**src/rtl/keymill_pkg.sv**
```systemverilog
// keymill_pkg: shared register map, status bits, FSM states and generator taps
package keymill_pkg;
  localparam logic [5:0] IDX_CTRL   = 6'h00;
  localparam logic [5:0] IDX_KEY0   = 6'h01;
  localparam logic [5:0] IDX_IV0    = 6'h05;
  localparam logic [5:0] IDX_STREAM = 6'h01;
  localparam logic [5:0] IDX_ID     = 6'h21;
  localparam int CTRL_START = 0;
  localparam int CTRL_SWRST = 1;
  localparam int ST_BUSY    = 31;
  localparam int ST_EMPTY   = 30;
  typedef enum logic [1:0] {S_IDLE, S_WARM, S_RUN} state_t;
  localparam int Z_HI  = 127;
  localparam int Z_AND = 63;
  localparam int FA_T0 = 127;
  localparam int FA_T1 = 125;
  localparam int FA_T2 = 100;
  localparam int FA_T3 = 98;
  localparam int FA_N0 = 64;
  localparam int FA_N1 = 32;
  localparam int FB_T0 = 127;
  localparam int FB_T1 = 126;
  localparam int FB_T2 = 101;
  localparam int FB_T3 = 99;
  localparam int FB_N0 = 70;
  localparam int FB_N1 = 40;
endpackage

```
**src/rtl/keymill_apb_if.sv**
```systemverilog
// keymill_apb_if: APB bus bundle between an SoC master and keymill_apb
interface keymill_apb_if;
  logic [7:0]  vpsel;
  logic        vpenable;
  logic [31:0] vpaddr;
  logic        vpwrite;
  logic [31:0] vpwdata;
  logic [31:0] vprdata;
  modport master (output vpsel, vpenable, vpaddr, vpwrite, vpwdata, input vprdata);
  modport slave  (input vpsel, vpenable, vpaddr, vpwrite, vpwdata, output vprdata);
endinterface

```
**src/rtl/keymill_core.sv**
```systemverilog
// keymill_core: A/B generator with warm-up FSM and MSB-first 32-bit output collector
module keymill_core
  import keymill_pkg::*;
#(
  parameter int WARMUP = 256
) (
  input  logic         clk,
  input  logic         rst,
  input  logic         i_clr,
  input  logic         i_start,
  input  logic         i_full,
  input  logic [127:0] i_key,
  input  logic [127:0] i_iv,
  output logic         o_busy,
  output logic         o_load,
  output logic         o_push,
  output logic [31:0]  o_word
);
  localparam int CW = $clog2(WARMUP) + 1;
  state_t r_state, w_next;
  logic [127:0] r_a, r_b;
  logic [CW-1:0] r_cnt;
  logic [31:0] r_col;
  logic [4:0] r_bits;
  logic w_z, w_w, w_fa, w_fb, w_step, w_run;
  assign w_z    = r_a[Z_HI] ^ r_b[Z_HI] ^ (r_a[Z_AND] & r_b[Z_AND]);
  assign w_w    = (r_state == S_WARM) ? w_z : 1'b0;
  assign w_fa   = r_a[FA_T0] ^ r_a[FA_T1] ^ r_a[FA_T2] ^ r_a[FA_T3] ^ (r_a[FA_N0] & r_a[FA_N1]) ^ r_b[0];
  assign w_fb   = r_b[FB_T0] ^ r_b[FB_T1] ^ r_b[FB_T2] ^ r_b[FB_T3] ^ (r_b[FB_N0] & r_b[FB_N1]) ^ r_a[0];
  assign o_busy = r_state == S_WARM;
  assign o_word = {r_col[30:0], w_z};
  assign o_push = w_run && (r_bits == 5'd31);
  always_comb begin
    w_next = r_state;
    o_load = 1'b0;
    w_step = 1'b0;
    w_run  = 1'b0;
    if (i_clr) w_next = S_IDLE;
    else if (i_start && r_state != S_WARM) begin
      w_next = S_WARM;
      o_load = 1'b1;
    end else if (r_state == S_WARM) begin
      w_step = 1'b1;
      w_next = (r_cnt == CW'(WARMUP - 1)) ? S_RUN : S_WARM;
    end else if (r_state == S_RUN) begin
      w_step = !i_full;
      w_run  = !i_full;
    end
  end
  always_ff @(posedge clk) r_state <= rst ? S_IDLE : w_next;
  // A full FIFO simply withholds the step, so no generated bit is ever dropped
  always_ff @(posedge clk) begin
    if (rst) begin
      r_a    <= '0;
      r_b    <= '0;
      r_cnt  <= '0;
      r_col  <= '0;
      r_bits <= '0;
    end else if (i_clr) begin
      r_cnt  <= '0;
      r_col  <= '0;
      r_bits <= '0;
    end else if (o_load) begin
      r_a    <= i_key;
      r_b    <= i_iv;
      r_cnt  <= '0;
      r_col  <= '0;
      r_bits <= '0;
    end else if (w_step) begin
      r_a   <= {r_a[126:0], w_fa ^ w_w};
      r_b   <= {r_b[126:0], w_fb ^ w_w};
      r_cnt <= o_busy ? r_cnt + CW'(1) : r_cnt;
      if (w_run) begin
        r_col  <= o_word;
        r_bits <= r_bits + 5'd1;
      end
    end
  end
endmodule

```
**src/rtl/keymill_apb.sv**
```systemverilog
// keymill_apb: APB register front-end, keystream FIFO and read mux around keymill_core
module keymill_apb
  import keymill_pkg::*;
#(
  parameter int          FIFO_DEPTH = 4,
  parameter int          WARMUP     = 256,
  parameter logic [31:0] ID_VALUE   = 32'h4B4D0001
) (
  input logic          vclk,
  input logic          vrst,
  keymill_apb_if.slave bus
);
  localparam int AW = $clog2(FIFO_DEPTH);
  localparam int NW = AW + 1;
  logic w_acc, w_wr, w_rd, w_ctrl, w_sw_reset, w_start, w_busy, w_load, w_push, w_pop, w_flush, w_full, w_empty;
  logic w_unused;
  logic [5:0] w_idx;
  logic [31:0] w_word, w_status, w_rdata, r_rdata;
  logic [127:0] r_key, r_iv;
  logic [31:0] r_mem [FIFO_DEPTH];
  logic [AW-1:0] r_wp, r_rp;
  logic [NW-1:0] r_count;
  assign w_acc      = bus.vpsel[0] & bus.vpenable;
  assign w_wr       = w_acc & bus.vpwrite;
  assign w_rd       = w_acc & ~bus.vpwrite;
  assign w_idx      = bus.vpaddr[7:2];
  assign w_unused   = ^{bus.vpsel[7:1], bus.vpaddr[31:8], bus.vpaddr[1:0]};
  assign w_ctrl     = w_wr && (w_idx == IDX_CTRL);
  assign w_sw_reset = w_ctrl & bus.vpwdata[CTRL_SWRST];
  assign w_start    = w_ctrl & bus.vpwdata[CTRL_START];
  assign w_full     = r_count == NW'(FIFO_DEPTH);
  assign w_empty    = r_count == '0;
  assign w_pop      = w_rd && (w_idx == IDX_STREAM) && !w_empty;
  assign w_flush    = w_sw_reset | w_load;
  assign w_status   = (32'(w_busy) << ST_BUSY) | (32'(w_empty) << ST_EMPTY);
  assign w_rdata    = (w_idx == IDX_CTRL)   ? w_status :
                      (w_idx == IDX_STREAM) ? (w_empty ? '0 : r_mem[r_rp]) :
                      (w_idx == IDX_ID)     ? ID_VALUE : '0;
  assign bus.vprdata = r_rdata;
  keymill_core #(.WARMUP(WARMUP)) u_core (
    .clk     (vclk),
    .rst     (vrst),
    .i_clr   (w_sw_reset),
    .i_start (w_start),
    .i_full  (w_full),
    .i_key   (r_key),
    .i_iv    (r_iv),
    .o_busy  (w_busy),
    .o_load  (w_load),
    .o_push  (w_push),
    .o_word  (w_word)
  );
  // Word index 1 holds the most significant 32 bits of KEY (5 for IV)
  always_ff @(posedge vclk) begin
    if (vrst) begin
      r_key <= '0;
      r_iv  <= '0;
    end else if (w_wr && !w_busy) begin
      for (int i = 0; i < 4; i++) begin
        if (w_idx == IDX_KEY0 + 6'(i)) r_key[127 - 32*i -: 32] <= bus.vpwdata;
        if (w_idx == IDX_IV0 + 6'(i)) r_iv[127 - 32*i -: 32] <= bus.vpwdata;
      end
    end
  end
  always_ff @(posedge vclk) if (w_push) r_mem[r_wp] <= w_word;
  always_ff @(posedge vclk) begin
    if (vrst || w_flush) begin
      r_wp    <= '0;
      r_rp    <= '0;
      r_count <= '0;
    end else begin
      r_wp    <= r_wp + AW'(w_push);
      r_rp    <= r_rp + AW'(w_pop);
      r_count <= r_count + NW'(w_push) - NW'(w_pop);
    end
  end
  always_ff @(posedge vclk) begin
    if (vrst || w_sw_reset) r_rdata <= '0;
    else if (w_rd) r_rdata <= w_rdata;
  end
endmodule

```
**src/flat_wrapper.sv**
```systemverilog
// flat-port wrapper written by rule: the top's interface ports become plain ports
module keymill_apb_flat import keymill_pkg::*;
#(
  parameter int          FIFO_DEPTH = 4,
  parameter int          WARMUP     = 256,
  parameter logic [31:0] ID_VALUE   = 32'h4B4D0001
)
  (vclk, vrst, bus_vpsel, bus_vpenable, bus_vpaddr, bus_vpwrite, bus_vpwdata, bus_vprdata);
  keymill_apb_if bus_i ();
  input logic vclk;
  input logic vrst;
  input wire logic [$bits(bus_i.vpsel)-1:0] bus_vpsel;
  input wire logic [$bits(bus_i.vpenable)-1:0] bus_vpenable;
  input wire logic [$bits(bus_i.vpaddr)-1:0] bus_vpaddr;
  input wire logic [$bits(bus_i.vpwrite)-1:0] bus_vpwrite;
  input wire logic [$bits(bus_i.vpwdata)-1:0] bus_vpwdata;
  output wire logic [$bits(bus_i.vprdata)-1:0] bus_vprdata;
  assign bus_i.vpsel = bus_vpsel;
  assign bus_i.vpenable = bus_vpenable;
  assign bus_i.vpaddr = bus_vpaddr;
  assign bus_i.vpwrite = bus_vpwrite;
  assign bus_i.vpwdata = bus_vpwdata;
  assign bus_vprdata = bus_i.vprdata;
  keymill_apb #(.FIFO_DEPTH(FIFO_DEPTH), .WARMUP(WARMUP), .ID_VALUE(ID_VALUE)) u_core (.vclk(vclk), .vrst(vrst), .bus(bus_i));
endmodule
```
**config.mk**
```make
export PLATFORM = sky130hd
export DESIGN_NAME = keymill_apb_flat
export DESIGN_NICKNAME = d
export VERILOG_FILES = /design/src/rtl/keymill_pkg.sv /design/src/rtl/keymill_apb_if.sv /design/src/rtl/keymill_core.sv /design/src/rtl/keymill_apb.sv /design/src/flat_wrapper.sv
export SDC_FILE = /design/constraint.sdc
export NUM_CORES = 1
export LEC_CHECK = 0
export BUFFER_PORTS_ARGS = -buffer_cell sky130_fd_sc_hd__buf_2
export CORE_ASPECT_RATIO = 2
export CORE_MARGIN = 2
export CORE_UTILIZATION = 23
export CTS_CLUSTER_SIZE = 12
export DETAILED_ROUTE_END_ITERATION = 16
export PLACE_DENSITY_LB_ADDON = 0.2
export SLEW_MARGIN = 5
export SYNTH_ARGS = -nofsm -noshare
export SYNTH_HDL_FRONTEND = slang
export SYNTH_HIERARCHICAL = 1
export SYNTH_SLANG_ARGS = --single-unit
```
**constraint.sdc**
```tcl
create_clock -name vclk -period 5.3 [get_ports vclk]
set_clock_uncertainty 0.05 [all_clocks]
set_input_delay 1.06 -clock vclk [delete_from_list [all_inputs] [get_ports vclk]]
set_output_delay 1.06 -clock vclk [all_outputs]
set_load 0.05 [all_outputs]
```
# After elaboration in Yosys (flattened, before gate mapping)
# Memories as Yosys holds them, arrays and structs flattened. A register that Yosys moved wholly into a read port is not among the register bits.
# Index checks and enable logic that the tools add are counted.
# word_totals
in_bits	76
regBits	598
ram_bits	128
elab_cells	120
out_inout_bits	32
n_memories	1
# classes
n_reduce_logical	29
mux	24
addsub	6
eq_ne	15
bitwise_logic	26
# mem_list
name	words	word_bits	read_ports	rd_clocked_by_memory_dff	write_ports	line	source
u_core.r_mem	4	32	1	1	1	keymill_apb.sv:20	logic [31:0] r_mem [FIFO_DEPTH];
# ops
op	n
2-to-1 mux 128 bit	4
2-to-1 mux 32 bit	3
bitwise OR 32 x 31 -> 32 bit	1
2-to-1 mux 31 bit	1
== test 6 x 3 -> 1 bit, second input constant	4
AND reduction 2 bit	11
2-to-1 mux 1 bit	14
XOR 1 bit	14
== test 6 x 2 -> 1 bit, second input constant	2
adder 9 x 1 -> 9 bit, second input constant	1
== test 9 x 8 -> 1 bit, second input constant	1
AND 1 bit	8
== test 6 x 1 -> 1 bit, second input constant	1
== test 6 x 4 -> 1 bit, second input constant	1
== test 6 bit, second input constant	1
logical AND 1 bit	6
logical NOT 6 bit	1
OR reduction 3 bit	2
adder 5 x 1 -> 5 bit, second input constant	1
== test 5 bit, second input constant	1
adder 2 x 1 -> 2 bit	2
2-to-1 mux 2 bit	2
nonzero test 2 bit	2
adder 3 x 1 -> 3 bit	1
11 further kinds	15

# Depth between registers and ports, before layout
# logic_depth
word_depth	10
ltp_mapped	13
depth_no_buf	11

# By module
# The synthesis kept the hierarchy.
# modules_own_cells
module	n_inst	area_per_inst_um2	cells_per_inst	seq_area_each_um2
keymill_apb	1	15130.8	1466	9749.4
keymill_core	1	13085.0	1376	6065.8

# Least setup slack after synthesis
# Ideal clock, no wire load.
# synth_timing
path_kind	input to register
from	in bus_vpaddr[6]
to	mem u_core.r_mem[0][0] (enable)
slack_ns	-0.079
t_required_ns	4.782
arrival_time_ns	4.861
setup_time_ns	0.468
path_buffers	2
cell_stages	8
path_cell_list	or4_1 buf_2 nor3_2 and3_1 nor3_4 clkbuf_1 and2_1 nor3b_1
# synth_via
elab_chain_len	9
word_cells_on_any_way	10
classes_between	mux (4); bitwise (2); reduce/logical (4)
# synth_lines
item	line	source
start: declaration	flat_wrapper.sv:14	input wire logic [$bits(bus_i.vpaddr)-1:0] bus_vpaddr;
logical NOT 6 bit	keymill_apb.sv:28	assign w_ctrl = w_wr && (w_idx == IDX_CTRL);
logical AND 1 bit	keymill_apb.sv:28	
AND 1 bit	keymill_apb.sv:30	assign w_start = w_ctrl & bus.vpwdata[CTRL_START];
named net u_core.w_start	keymill_apb.sv:15	logic w_acc, w_wr, w_rd, w_ctrl, w_sw_reset, w_start, w_busy, w_load, w_push, w_pop, w_flush, w_full, w_empty;
logical AND 1 bit	keymill_core.sv:39	else if (i_start && r_state != S_WARM) begin
2-to-1 mux 1 bit	keymill_core.sv:39	
2-to-1 mux 1 bit	keymill_core.sv:38	if (i_clr) w_next = S_IDLE;
logical AND 1 bit	keymill_core.sv:32	assign o_push = w_run && (r_bits == 5'd31);
named net u_core.w_push	keymill_apb.sv:15	
2-to-1 mux 1 bit	keymill_apb.sv:65	always_ff @(posedge vclk) if (w_push) r_mem[r_wp] <= w_word;
2-to-1 mux 1 bit (implied by the code)	keymill_apb.sv:65	
end: declaration	keymill_apb.sv:20	
# The timed path passes the listed nets, and every way through them passes these cells.

# Worst setup path after layout
# layout_timing
from	in bus_vpaddr[5]
to	mem u_core.r_mem[3][5] (enable)
# The elaborated chain is that of the path after synthesis.

==> impl_metrics.env <==
export IMPL_tns_ns=0
export IMPL_worstMarginPinSlew_ns=1.148
export IMPL_drive_gt1_share_pct=9.915
export IMPL_pre_cts_slack_ns=0.5549
export IMPL_first_pass_iters=5
export IMPL_setup_viol=0
export IMPL_cts_hold_fix_buffers=0
export IMPL_overflow=0
export IMPL_synth_xor_area_share_pct=0.8691
export IMPL_crit_path_end_kind="flop"
export IMPL_crit_required_ns=5.50
export IMPL_synthArstFlopShare_pct=0
export IMPL_grt_max_degree=217
export IMPL_multi_input_comb_area_um2=11260
export IMPL_hold_viol_final=0
export IMPL_core_um2=121600
export IMPL_fin_crit_sh_pct=75.00
export IMPL_layout_setup_ws_ns=1.325
export IMPL_rsz0062_at_grt="false"
export IMPL_cts_sinks=726
export IMPL_fmax_mhz=251.6
export IMPL_avgViaCountPerCell=4.507
export IMPL_portBuffers=74
export IMPL_synth_nets=2925
export IMPL_leakagePower_nw=9.900
export IMPL_crit_fanout=32
export IMPL_synth_seq_cells=726
export IMPL_rows=181
export IMPL_clock_latency_ns=0.65
export IMPL_wire_per_inst_um=18.69
export IMPL_synth_cell_area_um2=28220
export IMPL_startpoint_type="primary input"
export IMPL_cts_tree="built"
export IMPL_ios=108
export IMPL_place_area_um2=29940
export IMPL_yosys_warnings=6
export IMPL_area_growth_pct=14.37
export IMPL_synth_top_family_by_area="simple AND/OR/NAND/NOR gates"
export IMPL_hp_class="flop to flop"
export IMPL_grtUsageTotal_pct=12.97
export IMPL_final_cell_mix="dfxtp_1, nand2_1, nor2_1"
export IMPL_cts_setup_buffers=0
export IMPL_status="completed"
export IMPL_htreeDepth=3
export IMPL_synth_compound_area_share_pct=12.42
export IMPL_drtAntennaViolNets=0
export IMPL_layout_commonest_cell="dfxtp_1"
export IMPL_clk_pin_slew_ns=0.06
export IMPL_synth_ff_type="dfxtp_1"
export IMPL_synthDistinctLibCells=47
export IMPL_post_synth_inst_count=2842
export IMPL_seq_area_frac_synth_pct=56.05
export IMPL_antenna_found_initial=16
export IMPL_die_h_um=499.3
export IMPL_synthAdderAreaFrac_pct=0.3370
export IMPL_grt_pass1_vias=19730
export IMPL_muxShareOfSynthArea_pct=12.74
export IMPL_synth_simple_gate_area_share_pct=13.34
export IMPL_seqCellArea_um2=15820
export IMPL_critPathKind="primary input to flop"
export IMPL_n_fill_cell=12830
export IMPL_totalWireLength_um=82160
export IMPL_initial_utilization_pct=23.20
export IMPL_grt_pass1_wl_um=124700
export IMPL_die_area_um2=125700
export IMPL_globalplace_congestion=0.7156
export IMPL_slew_headroom_pct=23.48
export IMPL_cts_max_path_buffers=3
export IMPL_max_vdd_ir_drop_mv=0.3163
export IMPL_cts_resized=0
export IMPL_drc=0
export IMPL_syn_area_per_cell_um2=9.928
export IMPL_nNetsFinal=2864
export IMPL_layout_min_cycle_time_ns=3.975
export IMPL_post_dp_hpwl_um=47840
export IMPL_drt_initial_drc_count=1105
export IMPL_whs_ns=0.4018
export IMPL_die_w_um=251.7
export IMPL_maxCapViolCount=0
export IMPL_total_power_mw=10.97
export IMPL_p_per_area_nw_per_um2=339.8
export IMPL_cts_root_buf="clkbuf_16"
export IMPL_cts_buffers_inserted=76
export IMPL_cp_arrival_ns=4.18
export IMPL_finalInstanceArea_um2=32270
export IMPL_synth_edf_count=128
export IMPL_final_max_slew_viol_count=0
export IMPL_vias=19810
-- report_power, final --
| group | switching [mW] | leakage [nW] | internal (mW) | total, mW |
|---|---|---|---|---|
| Combinational | 0.169 | 2.52 | 0.0382 | 0.207 |
| Clock | 2.30 | 1.13 | 2.85 | 5.15 |
| Sequential | 0.00515 | 6.26 | 5.60 | 5.60 |
-- cell usage after synthesis, drive strengths merged (22+ instances only) --
cell type / instances / share of area, %
a211oi: 255 / 6.8
a21oi: 260 / 4.6
a22oi: 22 / 0.59
buf: 109 / 2.2
clkbuf: 150 / 2.0
dfxtp: 598 / 42
edfxtp: 128 / 14
mux2i: 287 / 10
mux4: 32 / 2.6
nand2: 547 / 7.3
nor2: 331 / 4.4
-- state kept, by name, summed over array words and instances (netlist names) --
register	cells
u_core/r_count	3
u_core/u_core/r_a	128
u_core/bus.vprdata	32
u_core/u_core/r_col	31
u_core/u_core/r_bits	5
u_core/u_core/r_state	2
u_core/r_wp	2
u_core/u_core/r_cnt	9
u_core/r_rp	2
u_core/u_core/r_b	128
u_core/r_iv	128
u_core/r_mem	128
u_core/r_key	128
-- stage by stage --
| stage | utilization, % | std cells |
|---|---|---|
| finish | 26.54 | 4395 |
| global route | 26.53 | 4392 |
| CTS | 26.52 | 4389 |
| detailed placement | 24.62 | 4258 |
| global placement | 24.62 | 4258 |
| floorplan | - | 2842 |
-- worst max-delay path: stages --
cell and delay, ns:
buf_2 0.12, or4_1 0.34, nor3_2 0.11, and3_1 0.25, nor3_4 0.54, buf_4 0.43
and2_1 0.35, and3_2 0.93
-- layer usage --
| metal | wire, µm | vias to the layer above | share of wire (%) | track usage [%] |
|---|---|---|---|---|
| li1 | - | 9774 | - | - |
| met5 | 77 | - | 0.094 | 0 |
| met3 | 3693 | 114 | 4.5 | 2.577 |
| met2 | 42510 | 316 | 52 | 23.36 |
| met4 | 1964 | 14 | 2.4 | 4.167 |
| met1 | 33920 | 9591 | 41 | 15.27 |
-- final timing paths --
path / endpoint / slack (ns) / startpoint / cells past startpoint
setup / recovery: u_core/r_mem[3][5] / 1.32 / bus_vpaddr[5] / 8
setup reg to reg: u_core/r_mem[3][5] / 1.65 / u_core/r_count[1] / 6
hold / removal: u_core/r_iv[11] / 0.40 / u_core/r_iv[11] / 2
hold reg to reg: u_core/r_iv[11] / 0.40 / u_core/r_iv[11] / 2
-- cell type report --
class,count,area share (%)
repair buffers,120,2.753
multi-input cells,1853,34.90
inverters,4,0.06979
clock buffers,114,6.614
diodes,6,0.04653
clock inverters,17,0.5738
flip-flops and latches,726,49.02
well taps,1555,6.029
-- logic make-up (layout without fill, tap and decap cells) --
kind of cell               after synthesis  after routing
other                                    0              6
DFF                                    726            726
muxes                                  319            319
buffers and inverters                  263            255
and+or+nand+nor                        945            945
xor gates and xnor gates                28             28
adders and majority gates                7              7
AOI/OAI and AO/OA                      554            554
Note: power is estimated with default switching activity, not from simulation.
